$ cat config.mk
export PLATFORM = sky130hd
export DESIGN_NAME = spi_slave_mode
export DESIGN_NICKNAME = d
export VERILOG_FILES = /design/src/rtl/spi_slave_mode.sv
export SDC_FILE = /design/constraint.sdc
export NUM_CORES = 1
export LEC_CHECK = 0
export CAP_MARGIN = 20
export CORE_AREA = 8 8 166 168
export CTS_BUF_LIST = sky130_fd_sc_hd__clkbuf_2
export DETAILED_ROUTE_END_ITERATION = 8
export DIE_AREA = 0 0 174 176
export DONT_BUFFER_PORTS = 1
export PLACE_DENSITY_LB_ADDON = 0.3
export SLEW_MARGIN = 15
export SYNTH_ARGS = -nofsm -noshare
export SYNTH_HDL_FRONTEND = slang
export SYNTH_SLANG_ARGS = --single-unit
$ cat constraint.sdc
create_clock -name clk -period 3.96 [get_ports clk]
set_clock_uncertainty 0.05 [all_clocks]
set_input_delay 0.792 -clock clk [delete_from_list [all_inputs] [get_ports clk]]
set_output_delay 0.792 -clock clk [all_outputs]
set_load 0.05 [all_outputs]
$ cat src/rtl/spi_slave_mode.sv
// rtl/spi_slave_mode.sv - SPI slave (CPOL/CPHA) with opcode parser, rx/tx byte FIFOs and AXI-Stream sides
// Define SPI_LOOPBACK_EN to add opcode 0x10, which echoes each slot's byte back in the following slot.
module spi_slave_mode #(
   parameter int         CPOL        = 0,
   parameter int         CPHA        = 0,
   parameter int         FIFO_DEPTH  = 16,
   parameter int         SYNC_STAGES = 2,
   parameter logic [7:0] FILL_BYTE   = 8'h00
) (
   input  logic       clk,
   input  logic       reset,
   input  logic       sck,
   input  logic       ssel_n,
   input  logic       mosi,
   output logic       miso,
   output logic       spi_reset,
   output logic [7:0] m_axis_tdata,
   output logic       m_axis_tvalid,
   input  logic       m_axis_tready,
   input  logic [7:0] s_axis_tdata,
   input  logic       s_axis_tvalid,
   output logic       s_axis_tready,
   output logic       rx_overflow,
   output logic       tx_underflow,
   output logic       busy
);
   localparam int AW = $clog2(FIFO_DEPTH);
   localparam int CW = $clog2(FIFO_DEPTH + 1);
   localparam logic [CW-1:0] DEPTH_C = CW'(FIFO_DEPTH);
   localparam logic SCK_IDLE = 1'(CPOL);
   localparam bit SAMPLE_ON_RISE = (CPOL == CPHA);

   typedef enum logic [2:0] {IDLE, STAT0, STAT1, STAT2, READ, WRITE, WRITE_READ, LOOP} state_e;

   logic [SYNC_STAGES-1:0] sck_sync_q, ssel_sync_q, mosi_sync_q;
   logic sck_prev_q, ssel_prev_q;
   logic sck_s, ssel_s, mosi_s, sck_rise, sck_fall, sample_edge, shift_edge;
   logic sel_active, sel_start, byte_ev;
   logic [2:0] bit_cnt_q;
   logic       byte_rx_q;
   logic [7:0] rx_shift_q, tx_shift_q, next_tx_q, load_byte;
   state_e     state_q, state_d;
   logic       first_q, rx_ovf_q, tx_unf_q, spi_reset_q;
   logic       tx_slot, rx_wr_req, flush, clr_flags;

   logic [7:0]    rx_mem_q [FIFO_DEPTH];
   logic [AW-1:0] rx_wptr_q, rx_rptr_q;
   logic [CW-1:0] rx_cnt_q, rx_free;
   logic          rx_full, rx_empty, rx_push, rx_pop;
   logic [7:0]    tx_mem_q [FIFO_DEPTH];
   logic [AW-1:0] tx_wptr_q, tx_rptr_q;
   logic [CW-1:0] tx_cnt_q;
   logic          tx_full, tx_empty, tx_push, tx_pop;

   always_ff @(posedge clk) begin
      if (reset) begin
         sck_sync_q  <= {SYNC_STAGES{SCK_IDLE}};
         ssel_sync_q <= {SYNC_STAGES{1'b1}};
         mosi_sync_q <= '0;
         sck_prev_q  <= SCK_IDLE;
         ssel_prev_q <= 1'b1;
      end else begin
         sck_sync_q  <= {sck_sync_q[SYNC_STAGES-2:0], sck};
         ssel_sync_q <= {ssel_sync_q[SYNC_STAGES-2:0], ssel_n};
         mosi_sync_q <= {mosi_sync_q[SYNC_STAGES-2:0], mosi};
         sck_prev_q  <= sck_s;
         ssel_prev_q <= ssel_s;
      end
   end

   assign sck_s       = sck_sync_q[SYNC_STAGES-1];
   assign ssel_s      = ssel_sync_q[SYNC_STAGES-1];
   assign mosi_s      = mosi_sync_q[SYNC_STAGES-1];
   assign sck_rise    = sck_s & ~sck_prev_q;
   assign sck_fall    = ~sck_s & sck_prev_q;
   assign sample_edge = SAMPLE_ON_RISE ? sck_rise : sck_fall;
   assign shift_edge  = SAMPLE_ON_RISE ? sck_fall : sck_rise;
   assign sel_active  = ~ssel_s;
   assign sel_start   = ~ssel_s & ssel_prev_q;
   assign byte_ev     = byte_rx_q & sel_active;
   assign busy        = sel_active;

   always_ff @(posedge clk) begin
      if (reset || !sel_active) begin
         bit_cnt_q  <= 3'd0;
         byte_rx_q  <= 1'b0;
         rx_shift_q <= rx_shift_q;
      end else begin
         byte_rx_q <= sample_edge && (bit_cnt_q == 3'd7);
         if (sample_edge) begin
            bit_cnt_q  <= bit_cnt_q + 3'd1;
            rx_shift_q <= {rx_shift_q[6:0], mosi_s};
         end
      end
   end

   // A shift edge seen at bit 0 is a byte boundary for both CPHA settings: load instead of shift.
   always_ff @(posedge clk) begin
      if (reset)
         tx_shift_q <= 8'h00;
      else if (sel_start)
         tx_shift_q <= FILL_BYTE;
      else if (sel_active && shift_edge)
         tx_shift_q <= (bit_cnt_q == 3'd0) ? next_tx_q : {tx_shift_q[6:0], 1'b0};
   end
   assign miso = tx_shift_q[7];

   assign rx_full  = (rx_cnt_q == DEPTH_C);
   assign rx_empty = (rx_cnt_q == '0);
   assign rx_free  = DEPTH_C - rx_cnt_q;
   assign rx_push  = rx_wr_req & ~rx_full;
   assign rx_pop   = ~rx_empty & m_axis_tready;
   assign m_axis_tvalid = ~rx_empty;
   assign m_axis_tdata  = rx_mem_q[rx_rptr_q];

   assign tx_full  = (tx_cnt_q == DEPTH_C);
   assign tx_empty = (tx_cnt_q == '0);
   assign s_axis_tready = ~reset & ~tx_full;
   assign tx_push  = s_axis_tvalid & s_axis_tready;
   assign tx_pop   = tx_slot & ~tx_empty;

   always_ff @(posedge clk) begin
      if (rx_push) rx_mem_q[rx_wptr_q] <= rx_shift_q;
      if (tx_push) tx_mem_q[tx_wptr_q] <= s_axis_tdata;
   end

   always_ff @(posedge clk) begin
      if (reset || flush) begin
         rx_wptr_q <= '0;
         rx_rptr_q <= '0;
         rx_cnt_q  <= '0;
         tx_wptr_q <= '0;
         tx_rptr_q <= '0;
         tx_cnt_q  <= '0;
      end else begin
         if (rx_push) rx_wptr_q <= rx_wptr_q + AW'(1);
         if (rx_pop)  rx_rptr_q <= rx_rptr_q + AW'(1);
         if (rx_push && !rx_pop) rx_cnt_q <= rx_cnt_q + CW'(1);
         else if (!rx_push && rx_pop) rx_cnt_q <= rx_cnt_q - CW'(1);
         if (tx_push) tx_wptr_q <= tx_wptr_q + AW'(1);
         if (tx_pop)  tx_rptr_q <= tx_rptr_q + AW'(1);
         if (tx_push && !tx_pop) tx_cnt_q <= tx_cnt_q + CW'(1);
         else if (!tx_push && tx_pop) tx_cnt_q <= tx_cnt_q - CW'(1);
      end
   end

   // load_byte is what the next byte slot will shift out; opcodes are only decoded in the first slot.
   always_comb begin
      state_d   = state_q;
      tx_slot   = 1'b0;
      rx_wr_req = 1'b0;
      flush     = 1'b0;
      clr_flags = 1'b0;
      load_byte = FILL_BYTE;
      if (byte_ev) begin
         if (first_q) begin
            case (rx_shift_q)
               8'h81: begin state_d = STAT0; load_byte = 8'(rx_free); end
               8'h82: begin state_d = READ; tx_slot = 1'b1; end
               8'h04: state_d = WRITE;
               8'h86: begin state_d = WRITE_READ; tx_slot = 1'b1; end
               8'h08: flush = 1'b1;
`ifdef SPI_LOOPBACK_EN
               8'h10: begin state_d = LOOP; load_byte = rx_shift_q; end
`endif
               default: ;
            endcase
         end else begin
            case (state_q)
               STAT0:      begin state_d = STAT1; load_byte = 8'(tx_cnt_q); end
               STAT1:      begin state_d = STAT2; load_byte = {6'b0, rx_ovf_q, tx_unf_q}; clr_flags = 1'b1; end
               STAT2:      state_d = IDLE;
               READ:       tx_slot = 1'b1;
               WRITE:      rx_wr_req = 1'b1;
               WRITE_READ: begin tx_slot = 1'b1; rx_wr_req = 1'b1; end
               LOOP:       load_byte = rx_shift_q;
               default: ;
            endcase
         end
      end
      if (tx_slot) load_byte = tx_empty ? FILL_BYTE : tx_mem_q[tx_rptr_q];
   end

   always_ff @(posedge clk) begin
      if (reset) begin
         state_q     <= IDLE;
         first_q     <= 1'b1;
         next_tx_q   <= FILL_BYTE;
         rx_ovf_q    <= 1'b0;
         tx_unf_q    <= 1'b0;
         spi_reset_q <= 1'b0;
      end else begin
         spi_reset_q <= flush;
         if (flush || clr_flags) begin
            rx_ovf_q <= 1'b0;
            tx_unf_q <= 1'b0;
         end else begin
            if (rx_wr_req && rx_full) rx_ovf_q <= 1'b1;
            if (tx_slot && tx_empty)  tx_unf_q <= 1'b1;
         end
         if (!sel_active) begin
            state_q <= IDLE;
            first_q <= 1'b1;
         end else if (byte_ev) begin
            state_q <= state_d;
            first_q <= 1'b0;
         end
         if (sel_start)
            next_tx_q <= FILL_BYTE;
         else if (byte_ev)
            next_tx_q <= load_byte;
      end
   end

   assign spi_reset    = spi_reset_q;
   assign rx_overflow  = rx_ovf_q;
   assign tx_underflow = tx_unf_q;
endmodule

==> results of run 1 <==
==> cell type report <==
class                      count  area share
multi-input combinational    411      0.2631
clock buffer                 118     0.04012
tap                          330     0.02805
timing repair buffer          35     0.02074
inverter                      22    0.005609
sequential                   333      0.6326
clock inverter                29    0.009434
antenna                        2   0.0003400
==> worst max-delay path: stages (launching register included) <==
cell and delay (ns):
dfxtp_4 0.56, buf_12 0.25, mux4_2 0.57, mux4_2 0.65
==> path summary, 6_finish.rpt <==
kind | start | cells past startpoint | to | slack [ns]
max | flip-flop | 3 | m_axis_tdata[2] | 0.21
min | reset | 2 | first_q$_SDFFE_PP1P_ | 0.09
max reg2reg | rx_cnt_q[0]$_SDFFE_PP0P_ | 14 | rx_cnt_q[4]$_SDFFE_PP0P_ | 0.59
min reg2reg | ssel_sync_q[0]$_SDFF_PP1_ | 1 | ssel_sync_q[1]$_SDFF_PP1_ | 0.37
==> cell usage after synthesis, types with 3 or more instances <==
master,instances
a22o_1,4
clkbuf_1,9
or2_2,3
nand4_1,4
inv_1,22
buf_1,9
a221oi_1,4
nor2_1,86
a211oi_1,8
a21o_1,4
nand2_1,23
buf_4,4
mux4_2,60
xnor2_1,12
nand2b_1,9
edfxtp_1,264
ha_1,25
nor2b_1,16
a21oi_1,23
mux4_1,12
o22ai_1,3
buf_2,13
nor3_1,13
o21ai_0,13
o221ai_1,4
mux2i_1,19
dfxtp_1,69
nand3_1,16
xor2_1,12
nor3b_1,6
a22oi_1,8
==> sequential cells by signal, indices dropped and copies added, names as in the netlist, 2 cells and up, named ones only <==
register,flops
rx_mem_q,128
tx_wptr_q,4
tx_rptr_q,4
tx_shift_q,8
rx_shift_q,8
mosi_sync_q,2
tx_mem_q,128
bit_cnt_q,3
rx_wptr_q,4
rx_cnt_q,5
ssel_sync_q,2
tx_cnt_q,5
state_q,3
rx_rptr_q,4
sck_sync_q,2
next_tx_q,8
==> stage by stage <==
step	hold slack, ns	total power, uW	cell area, sq um	worst slack (ns)
after floorplan	0.3355	3944	13480	0.7490
final	0.09378	6069	14720	0.2053
after global placement	0.3432	3974	13860	0.8273
after global routing	0.06925	6318	14720	0.03088
after detailed placement	0.3459	3982	13860	0.6554
after CTS	0.01892	6145	14710	0.07975
==> cell usage in the layout, fill, tap and decap left out, types with 6 or more instances in the layout <==
cell type	count
xor2_1	12
nand2_1	23
dlygate4sd3_1	12
a211oi_1	8
ha_1	25
nor2b_1	16
mux2i_1	19
nor2_1	86
a22oi_1	8
clkinv_1	19
inv_1	22
mux4_1	12
edfxtp_1	264
xnor2_1	12
clkbuf_2	118
dfxtp_1	68
nor3_1	13
mux4_2	60
a21oi_1	23
nor3b_1	6
nand2b_1	8
buf_4	22
nand3_1	16
o21ai_0	13
==> where the power goes <==
part | switching [uW] | internal (uW)
clock network | 1320 | 816
logic | 93.6 | 58.4
registers | 17.5 | 3760
==> logic make-up after synthesis <==
family,after synthesis,share of synthesized area
adders and majority gates,27,0.02618
DFF,333,0.6908
AOI/OAI and AO/OA,82,0.04095
and+or+nand+nor,187,0.06676
xor gates and xnor gates,24,0.01560
muxes,91,0.1378
buffers and inverters,61,0.02191
==> timing repair <==
item	4_1_cts	5_1_grt
gates resized for setup	1	0
endpoints found under the setup margin	8	0
endpoints found under the hold margin	136	0
hold buffers	12	0
==> layer usage <==
layer / wire (um) / GRT usage
met2: 14000 / 0.3114
met4: 776 / 0.08087
met3: 1440 / 0.04016
met5: 0 / 0
met1: 11180 / 0.2188
==> impl_metrics.env, run 1 <==
export IMPL_status="completed"
export IMPL_wirelength_um=27400
export IMPL_crit_required_ns=3.12
export IMPL_clock_latency_ns=0.87
export IMPL_die_w_um=174
export IMPL_via_count=7397
export IMPL_grt_use_total=0.1815
export IMPL_drive_gt1_frac=0.2352
export IMPL_multiInputGateArea_sq_mm=0.003874
export IMPL_ys_ff_latch=333
export IMPL_drc=0
export IMPL_dominantRegCellSynth="edfxtp_1"
export IMPL_setup_viol=0
export IMPL_htree_levels=3
export IMPL_cts_setup_buffers=0
export IMPL_synth_area_sq_mm=0.01348
export IMPL_syn_num_nets=847
export IMPL_ant_nets=0
export IMPL_first_pass_iters=5
export IMPL_critPathMaxFanout=19
export IMPL_ys_warn_count=0
export IMPL_clk_pin_slew_ns=0.10
export IMPL_ys_async_sr_fraction=0
export IMPL_final_nets=926
export IMPL_p_leak_uw=0.004939
export IMPL_critPathKind="reg -> out"
export IMPL_dpl_hpwl_um=17780
export IMPL_grt_max_degree=33
export IMPL_place_gp_congestion=0.8563
export IMPL_max_freq_mhz=266.3
export IMPL_root_buffer="clkbuf_2"
export IMPL_synth_top_area_share=0.5883
export IMPL_initial_core_util=0.5430
export IMPL_coreArea_sq_mm=0.02482
export IMPL_antenna_found_initial=2
export IMPL_fill_cells=1921
export IMPL_final_util=0.5932
export IMPL_vdd_drop_max_v=0.0002752
export IMPL_synth_edff_count=264
export IMPL_stdcell_count=1280
export IMPL_viasPerCell=5.779
export IMPL_die_y_um=176
export IMPL_ff_latch_area_sq_mm=0.009313
export IMPL_postSynthCellCount=805
export IMPL_avgSynthCellArea_sq_um=16.74
export IMPL_die_area_sq_mm=0.03062
export IMPL_layout_min_cycle_time_ns=3.755
export IMPL_tightest_slew_ns=1.014
export IMPL_p_per_area_mw_per_mm2=412.2
export IMPL_synth_top_area_cell="edfxtp_1"
export IMPL_grt_pass1_vias=7834
export IMPL_dr_first_iter_drc_count=557
export IMPL_cts_buffers=81
export IMPL_max_cap_violations=0
export IMPL_synth_cell_types=53
export IMPL_ys_seq_area_frac=0.6908
export IMPL_worstSetupEndpointType="output pin"
export IMPL_crit_arrival_ns=2.91
export IMPL_grt_setup_unrepaired="no"
export IMPL_final_setup_tns_ns=0
export IMPL_area_growth_pct=9.248
export IMPL_grt_pass1_wl_um=42840
export IMPL_slew_headroom=0.3214
export IMPL_wire_per_inst_um=21.41
export IMPL_min_path_type="in -> reg"
export IMPL_synthTopCellsByArea="edfxtp_1, dfxtp_1, mux4_2, nor2_1, mux4_1"
export IMPL_cp_start_kind="flip-flop"
export IMPL_num_io_pins=30
export IMPL_place_inst=1119
export IMPL_clockBufferDepth=3
export IMPL_cts_tree="built"
export IMPL_rows=58
export IMPL_finalHoldViolations=0
export IMPL_finalMaxSlewViolations=0
export IMPL_io_buffers=0
export IMPL_overflow=0
export IMPL_cts_sinks=333
export IMPL_fin_crit_sh=0.9482
No activity file was read; power rests on OpenSTA's default activity.
==> run 2: changes to the inputs <==
clock period = 3.8 ns   (was 3.96 ns; I/O delays follow)
==> run 2 against run 1 <==
Clock power up 10%. Via count down 0.81%. Sequential power rose by 4%. Non-clock buffer count increased by 14. First-iteration DRC count is 23% higher. Critical path depth unchanged. Routed wire length fell by 0.28%. Total power is 6.4% higher. Final cell count increased by 0.94%. Design area is 0.96% higher.
==> impl_metrics.env, run 2 (synthesized netlist as in run 1, its figures left out) <==
export IMPL_p_leak_uw=0.005028
export IMPL_most_common_layout_cells="edfxtp_1, clkbuf_2, nor2_1"
export IMPL_place_gp_congestion=0.9137
export IMPL_finalHoldViolations=0
export IMPL_path_common_cell="mux4_2"
export IMPL_fin_total_pwr_uw=6457
export IMPL_dpl_hpwl_um=17890
export IMPL_worstSetupEndpointType="output pin"
export IMPL_clk_pin_slew_ns=0.11
export IMPL_grtUsageMet3=0.04486
export IMPL_io_buffers=0
export IMPL_ff2ff_setup_slack_ns=0.52
export IMPL_final_setup_tns_ns=0
export IMPL_clock_latency_ns=0.86
export IMPL_top_usage_layer="met2"
export IMPL_globalRouteMet1Util=0.2208
export IMPL_grt_use_total=0.1802
export IMPL_slew_headroom=0.3301
export IMPL_fin_crit_sh=0.9152
export IMPL_area_growth_pct=10.30
export IMPL_holdWs_ns=0.09443
export IMPL_wirelength_um=27320
export IMPL_die_y_um=176
export IMPL_via_count=7337
export IMPL_overflow=0
export IMPL_crit_chain="buf_12 -> mux4_2 -> mux4_2"
export IMPL_dr_first_iter_drc_count=686
export IMPL_ant_nets=0
export IMPL_drive_gt1_frac=0.2458
export IMPL_wire_per_inst_um=21.15
export IMPL_reg2reg_from="rx_cnt_q[0]$_SDFFE_PP0P_"
export IMPL_r2r_cells=13
export IMPL_grt_pass1_wl_um=42600
export IMPL_max_cap_violations=0
export IMPL_grt_max_degree=33
export IMPL_placed_area_sq_mm=0.01395
export IMPL_path_delay_family="multiplexers"
export IMPL_num_io_pins=30
export IMPL_vdd_drop_max_v=0.0003263
export IMPL_antenna_found_initial=2
export IMPL_hold_end="first_q$_SDFFE_PP1P_"
export IMPL_cts_tree="built"
export IMPL_root_buffer="clkbuf_2"
export IMPL_top_regs="rx_mem_q (128), tx_mem_q (128)"
export IMPL_first_pass_iters=5
export IMPL_cts_buffers=81
export IMPL_drc=0
export IMPL_crit_arrival_ns=2.67
export IMPL_path_buf_inv=1
export IMPL_post_route_cell_area_sq_mm=0.01486
export IMPL_crit_required_ns=2.99
export IMPL_initial_core_util=0.5430
export IMPL_cp_start_kind="flip-flop"
export IMPL_final_util=0.5989
export IMPL_tightest_slew_ns=1.001
export IMPL_final_common_cell="edfxtp_1"
export IMPL_rows=58
export IMPL_cts_sinks=333
export IMPL_critPathKind="reg -> out"
export IMPL_viasPerCell=5.679
export IMPL_grt_setup_unrepaired="no"
export IMPL_finalMaxSlewViolations=0
export IMPL_grt_pass1_vias=7730
export IMPL_grt_met2_usage=0.3029
export IMPL_worstHoldStart="reset"
export IMPL_final_nets=940
export IMPL_layout_min_cycle_time_ns=3.478
export IMPL_setup_viol=0
export IMPL_status="completed"
export IMPL_die_w_um=174
export IMPL_htree_levels=3
export IMPL_reg2reg_to="rx_cnt_q[4]$_SDFFE_PP0P_"
export IMPL_die_area_sq_mm=0.03062
export IMPL_clockBufferDepth=3
export IMPL_critPathMaxFanout=21
export IMPL_cpPeakStageDelay_ns=0.66
export IMPL_max_freq_mhz=287.6
export IMPL_coreArea_sq_mm=0.02482
export IMPL_min_path_type="in -> reg"
export IMPL_min_path_cells=2
export IMPL_p_per_area_mw_per_mm2=434.5
export IMPL_slowest_stage="mux4_2"
==> run 2: cell types whose count changed in the layout (fill, tap and decap cells not counted) <==
cell	change
buf_4	+14
bufinv_16	+2
inv_6	-2
clkbuf_2	-1
clkinv_1	-1
clkinv_2	+1
clkinv_4	+1
clkinvlp_4	-1
inv_2	-1
==> run 2: layout make-up <==
| class | instances | area [sq um] |
|---|---|---|
| Antenna cell | 2 | 5.005 |
| Clock buffer | 117 | 585.6 |
| Clock inverter | 28 | 180.2 |
| Fill cell | 1908 | 9956 |
| Inverter | 22 | 82.58 |
| Multi-Input combinational cell | 411 | 3874 |
| Sequential cell | 333 | 9313 |
| Tap cell | 330 | 412.9 |
| Timing Repair Buffer | 49 | 410.4 |
==> run 2: worst max path at each step <==
stage                                        start                  endpoint  slack [ns]  depth (start not counted)
after floorplan           rx_cnt_q[0]$_SDFFE_PP0P_  rx_cnt_q[4]$_SDFFE_PP0P_        0.59                         13
after global placement    rx_cnt_q[0]$_SDFFE_PP0P_  rx_cnt_q[4]$_SDFFE_PP0P_        0.65                         13
after detailed placement  rx_cnt_q[0]$_SDFFE_PP0P_  rx_cnt_q[4]$_SDFFE_PP0P_        0.51                         13
after CTS                                flip-flop           m_axis_tdata[0]        0.02                          3
after global routing                     flip-flop           m_axis_tdata[1]        0.20                          3
final                                    flip-flop           m_axis_tdata[0]        0.32                          3
==> run 2: worst reg2reg max path, stage by stage (launching register included) <==
cell and delay, ns:
dfxtp_1 0.46, inv_1 0.11, ha_1 0.23, nor3b_1 0.17
ha_1 0.26, nor4_4 0.31, ha_1 0.23, inv_1 0.11
fa_1 0.44, a21o_1 0.18, a21oi_1 0.16, xnor2_1 0.10
or3_1 0.31, a21oi_1 0.14
==> run 2: repair_timing <==
item / 4_1_cts / 5_1_grt
hold buffers: 12 / 0
endpoints found under the hold margin: 136 / 0
setup endpoints to repair: 8 / 2
resized for setup: 1 / 0
setup buffers: 0 / 2
==> run 2: layer usage <==
layer  share of wire  vias to the layer above
li1                -                     3367
met1            0.41                     3643
met2            0.50                      279
met3           0.062                       48
met4           0.021                        0
met5               0                        -
==> run 2: through the flow <==
stage / instances / setup slack, ns
finish: 1292 / 0.3224
global route: 1292 / 0.2043
CTS: 1288 / 0.02148
detailed placement: 1131 / 0.5142
global placement: 1131 / 0.6472
floorplan: 805 / 0.5890
==> run 2: report_power, final <==
group          internal, uW  leakage (uW)  total [uW]  switching, uW
logic                  64.7       0.00151         163           98.3
registers              3920       0.00295        3940           17.4
clock network           970      0.000567        2360           1390
